**src/rtl/shift_pipe.sv**
```systemverilog
// Pipelined barrel shifter (SLL/SRL/SRA/ROR) with a valid/ready handshake and a
// pass-through destination tag. Stages shift by 2^(SH-1) down to 1, and a register follows every REG_EVERY stages.
module shift_pipe #(
  parameter int XLEN      = 32,
  parameter int REG_EVERY = 2,
  parameter int TAG_W     = 5
) (
  input  logic             clk,
  input  logic             rst,
  input  logic             in_valid,
  output logic             in_ready,
  input  logic [1:0]       in_op,
  input  logic [XLEN-1:0]  in_rs1,
  input  logic [XLEN-1:0]  in_rs2,
  input  logic [TAG_W-1:0] in_tag,
  output logic             out_valid,
  input  logic             out_ready,
  output logic [XLEN-1:0]  out_rd,
  output logic [TAG_W-1:0] out_tag
);

  localparam int SH   = $clog2(XLEN);
  localparam int NREG = (SH + REG_EVERY - 1) / REG_EVERY;

  localparam logic [1:0] OP_SLL = 2'b00;
  localparam logic [1:0] OP_SRL = 2'b01;
  localparam logic [1:0] OP_SRA = 2'b10;
  localparam logic [1:0] OP_ROR = 2'b11;

  // One slot per pipeline register; the last slot drives the outputs.
  logic             valid_q [NREG];
  logic             valid_d [NREG];
  logic [XLEN-1:0]  data_q  [NREG];
  logic [XLEN-1:0]  data_d  [NREG];
  logic [SH-1:0]    amt_q   [NREG];
  logic [SH-1:0]    amt_d   [NREG];
  logic [1:0]       op_q    [NREG];
  logic [1:0]       op_d    [NREG];
  logic             sign_q  [NREG];
  logic             sign_d  [NREG];
  logic [TAG_W-1:0] tag_q   [NREG];
  logic [TAG_W-1:0] tag_d   [NREG];

  logic stall;

  function automatic logic [XLEN-1:0] shift_stage(
    input logic [XLEN-1:0] d,
    input logic [1:0]      op,
    input logic            sign,
    input int              s
  );
    logic [XLEN-1:0] fill;
    fill = ~({XLEN{1'b1}} >> s);
    case (op)
      OP_SLL:  return d << s;
      OP_SRL:  return d >> s;
      OP_SRA:  return (d >> s) | (sign ? fill : '0);
      OP_ROR:  return (d >> s) | (d << (XLEN - s));
      default: return d;
    endcase
  endfunction

  assign stall    = valid_q[NREG-1] && !out_ready;
  assign in_ready = !stall;

  always_comb begin : next_state
    logic             cur_valid;
    logic [XLEN-1:0]  cur_data;
    logic [SH-1:0]    cur_amt;
    logic [1:0]       cur_op;
    logic             cur_sign;
    logic [TAG_W-1:0] cur_tag;
    // NOTE: every variable written here gets a value on every path first, so no latch is inferred.
    cur_valid = 1'b0;
    cur_data  = '0;
    cur_amt   = '0;
    cur_op    = '0;
    cur_sign  = 1'b0;
    cur_tag   = '0;
    for (int g = 0; g < NREG; g++) begin
      valid_d[g] = valid_q[g];
      data_d[g]  = data_q[g];
      amt_d[g]   = amt_q[g];
      op_d[g]    = op_q[g];
      sign_d[g]  = sign_q[g];
      tag_d[g]   = tag_q[g];
      if (g == 0) begin
        cur_valid = in_valid;
        cur_data  = in_rs1;
        cur_amt   = in_rs2[SH-1:0];
        cur_op    = in_op;
        cur_sign  = in_rs1[XLEN-1];
        cur_tag   = in_tag;
      end else begin
        cur_valid = valid_q[g-1];
        cur_data  = data_q[g-1];
        cur_amt   = amt_q[g-1];
        cur_op    = op_q[g-1];
        cur_sign  = sign_q[g-1];
        cur_tag   = tag_q[g-1];
      end
      // Stage index i handles shift distance 2^(SH-1-i); group g owns stages g*REG_EVERY onward.
      for (int i = 0; i < SH; i++) begin
        if ((i / REG_EVERY) == g && cur_amt[SH-1-i]) begin
          cur_data = shift_stage(cur_data, cur_op, cur_sign, 1 << (SH - 1 - i));
        end
      end
      if (!stall) begin
        valid_d[g] = cur_valid;
        data_d[g]  = cur_data;
        amt_d[g]   = cur_amt;
        op_d[g]    = cur_op;
        sign_d[g]  = cur_sign;
        tag_d[g]   = cur_tag;
      end
    end
  end

  // Datapath fields are reset too so out_rd/out_tag read zero after reset.
  always_ff @(posedge clk) begin
    // NOTE: sequential state uses non-blocking assignments so every slot samples pre-edge values.
    if (rst) begin
      for (int g = 0; g < NREG; g++) begin
        valid_q[g] <= 1'b0;
        data_q[g]  <= '0;
        amt_q[g]   <= '0;
        op_q[g]    <= '0;
        sign_q[g]  <= 1'b0;
        tag_q[g]   <= '0;
      end
    end else begin
      for (int g = 0; g < NREG; g++) begin
        valid_q[g] <= valid_d[g];
        data_q[g]  <= data_d[g];
        amt_q[g]   <= amt_d[g];
        op_q[g]    <= op_d[g];
        sign_q[g]  <= sign_d[g];
        tag_q[g]   <= tag_d[g];
      end
    end
  end

  assign out_valid = valid_q[NREG-1];
  assign out_rd    = data_q[NREG-1];
  assign out_tag   = tag_q[NREG-1];

  // Upper shift-amount bits and the control fields of the final slot have no consumer.
  logic unused_bits;
  assign unused_bits = ^{in_rs2[XLEN-1:SH], amt_q[NREG-1], op_q[NREG-1], sign_q[NREG-1]};

endmodule

```
**config.mk**
```make
export PLATFORM = sky130hd
export DESIGN_NAME = shift_pipe
export DESIGN_NICKNAME = d
export VERILOG_FILES = /design/src/rtl/shift_pipe.sv
export SDC_FILE = /design/constraint.sdc
export NUM_CORES = 1
export LEC_CHECK = 0
export BUFFER_PORTS_ARGS = -buffer_cell sky130_fd_sc_hd__buf_2
export CAP_MARGIN = 20
export CORE_MARGIN = 5
export CORE_UTILIZATION = 35
export DETAILED_ROUTE_END_ITERATION = 16
export SYNTH_ARGS = -nofsm -noshare
export SYNTH_HDL_FRONTEND = slang
export SYNTH_SLANG_ARGS = --single-unit
```
**constraint.sdc**
```tcl
create_clock -name clk -period 4.15 [get_ports clk]
set_clock_uncertainty 0.2 [all_clocks]
set_input_delay 0.2075 -clock clk [delete_from_list [all_inputs] [get_ports clk]]
set_output_delay 0.2075 -clock clk [all_outputs]
set_load 0.02 [all_outputs]
```
==> results_dict.tcl <==
set metrics [dict create \
    worst_hold_slack_ps 44.8 \
    synthDistinctLibCells 55 \
    dieHeight_um 167 \
    pwr_density_cell_nw_per_um2 379 \
    worstPathRequired_ps 4290 \
    tightestPinTransition_ps 1100 \
    antenna_found_initial 0 \
    max_freq_mhz 355 \
    crit_path_start "in_rs2[4]" \
    synth-seq-cells 124 \
    regArea_um2 2580 \
    first_global_vias 7407 \
    pin_count 114 \
    startpoint_type "primary input" \
    cts_tree "built" \
    vdd_drop_max_uv 259 \
    start_util_pct 35.5 \
    final_common_cell "nor2_1" \
    regToRegEndpoint "data_q[0][35]" \
    synth-async-reset-ratio_pct 0 \
    first_pass_iters 6 \
    syn2layout_area_growth_pct 11.2 \
    path_class "primary input to flip-flop" \
    drc_errors 0 \
    ys.warnings.count 0 \
    r2r_slack_ps 1400 \
    finish.net_count 1191 \
    postCtsHoldBufs 17 \
    clock_latency_ps 420 \
    timing.final.crit_share_pct 68.0 \
    hold_viol 0 \
    seqPwrFrac_pct 38.8 \
    synth_nets 1210 \
    rsz0062_at_grt "false" \
    drt-wirelength-per-cell_um 17.4 \
    synth_area_per_cell_um2 7.61 \
    cts.htree.levels 4 \
    setup_tns_ps 0 \
    post_cts_buffers 0 \
    cts_buffer_depth 2 \
    synthesis.area_um2 8640 \
    synth_edf_count 10 \
    p_leak_nw 3.46 \
    internal_power_mw 2.54 \
    core.rowCount 57 \
    coreArea_um2 24300 \
    finalCriticalPeriod_ps 2820 \
    status "finished, final reports clean" \
    final_cell_mix "nor2_1, dfxtp_1, o21ai_0" \
    power.share.clock_pct 41.6 \
    yosysSeqAreaShare_pct 29.9 \
    synth_cells 1135 \
    power.net_switching_mw 1.10 \
    grt_pass1_wl_um 40600 \
    critical_path_arrival_ps 2960 \
    min_from "in_rs1[15]" \
    sw_frac_of_total_pct 30.1 \
    grt_remaining_overflow 0 \
    via_count 8519 \
    ant_nets 0 \
    first_iter_violations 950 \
    port_buffers 86 \
    post_cts_resized 0 \
    num-fill-cells 2488 \
    path_max_fanout 29 \
    clkTransAtPathRegs_ps 60 \
    holdPathEnd "data_q[0][15]" \
    dieArea_um2 27900 \
    fp.dieW_um 167 \
    cp-end-kind "flip-flop" \
    diodes 0 \
    holdPathStages 3 \
    reg2reg_depth 5 \
    final_layout_size_suffix_gt1_share_pct 17.1 \
    vias_per_cell 5.86 \
    cts_made_buffers 17 \
    wl_um 25300 \
    drv_slew 0 \
    grt_usage_pct 17.4 \
    hp-class "primary input to flip-flop" \
    grt_max_degree 84 \
    cap_violations 0 \
    power_frac_comb_pct 19.6 \
    dp_hpwl_um 16800 \
    max-slew-margin-rel_pct 26.9 \
    multi_input_area_um2 5230 \
    synth_ff_type "dfxtp_1" \
    clock_sinks 124 \
    routabilityCongestion 0.927 \
    setup_viol 0 \
    root_buffer "clkbuf_16" \
    rr_startpoint "op_q[0][1]" \
]
[registers in the layout, indices dropped and copies added, names as in the netlist]
signal,flops
data_q,96
op_q,4
sign_q,2
valid_q,3
amt_q,4
tag_q,15
[final cells by class]
class	instances	area share, %
multi-input combinational	846	54.5
sequential	124	26.9
timing repair buffer	120	7.94
clock buffer	17	4.43
tap	324	4.22
clock inverter	15	1.80
inverter	7	0.273
[power by group through the flow]
| stage | Sequential (mW) | Clock, mW | Combinational (mW) |
|---|---|---|---|
| floorplan | 1.38 | 0 | 0.574 |
| global placement | 1.44 | 0 | 0.674 |
| detailed placement | 1.44 | 0 | 0.684 |
| CTS | 1.41 | 1.55 | 0.699 |
| global route | 1.43 | 1.60 | 0.788 |
| finish | 1.41 | 1.51 | 0.712 |
[worst max-delay path, cell delays in order]
cell and delay (ps):
buf_2 450, clkinv_1 630, nor2_1 720, a221oi_1 150, dlygate4sd3_1 600, o31ai_1 180
[cell usage after synthesis (3+ instances only)]
master / number / area [um2]
o221ai_1: 5 / 43.8
a31oi_1: 11 / 68.8
nor4_1: 17 / 106
and2_1: 11 / 68.8
o211ai_1: 14 / 105
nand4_1: 4 / 25.0
or3b_4: 4 / 45.0
edfxtp_1: 10 / 300
a41oi_1: 6 / 52.6
mux2i_1: 25 / 250
buf_1: 7 / 26.3
o21a_1: 3 / 22.5
mux4_2: 6 / 135
nor2b_1: 26 / 163
o31ai_1: 10 / 75.1
o22ai_1: 9 / 56.3
a22o_1: 13 / 114
mux2_2: 8 / 90.1
nand3_1: 10 / 50.1
nor2_1: 151 / 567
clkbuf_1: 71 / 267
a2111oi_0: 3 / 26.3
a311o_1: 8 / 80.1
or3b_1: 18 / 158
o221a_2: 6 / 67.6
a211oi_1: 21 / 158
buf_4: 42 / 315
and3_1: 9 / 56.3
buf_2: 34 / 170
a311oi_1: 58 / 508
nand2_1: 73 / 274
dfxtp_1: 114 / 2280
nand3b_1: 9 / 67.6
nor3_1: 28 / 140
or3b_2: 30 / 263
a21o_1: 9 / 67.6
a221oi_1: 12 / 105
a21oi_1: 96 / 480
inv_1: 6 / 22.5
nand2b_1: 17 / 106
o21ai_0: 102 / 510
[how the worst max path moves through the flow]
stage	endpoint	slack (ps)	cells after the start
finish	data_q[0][14]	1330	6
global route	data_q[0][14]	1200	6
CTS	data_q[0][57]	1400	4
detailed placement	data_q[0][57]	1400	4
global placement	data_q[0][41]	1420	4
floorplan	amt_q[0][0]	2040	5
[metrics by stage]
step / instances / power, mW / area [um2] / worst slack, ps / util (%)
6_report: 1453 / 3.64 / 9610 / 1330 / 39.5
5_1_grt: 1453 / 3.81 / 9610 / 1200 / 39.5
4_1_cts: 1452 / 3.66 / 9580 / 1400 / 39.4
3_5_place_dp: 1403 / 2.12 / 8810 / 1400 / 36.2
3_3_place_gp: 1403 / 2.11 / 8810 / 1420 / 36.2
2_1_floorplan: 1135 / 1.96 / 8640 / 2040 / -
[logic make-up after synthesis]
family | Yosys count | synth area share, %
AND/OR/NAND/NOR | 410 | 24.4
AO/OA/AOI/OAI | 397 | 30.5
buffers and inverters | 165 | 9.69
flip-flops | 124 | 29.9
multiplexers | 39 | 5.50
[per-layer routing]
metal | up-vias | track usage (%) | routed length, um
met5 | - | 0 | 0
met4 | 0 | 4.73 | 361
met3 | 34 | 3.84 | 2000
met2 | 370 | 24.9 | 10700
met1 | 3963 | 26.3 | 12200
li1 | 4152 | - | -
No activity file was read; power rests on OpenSTA's default activity.
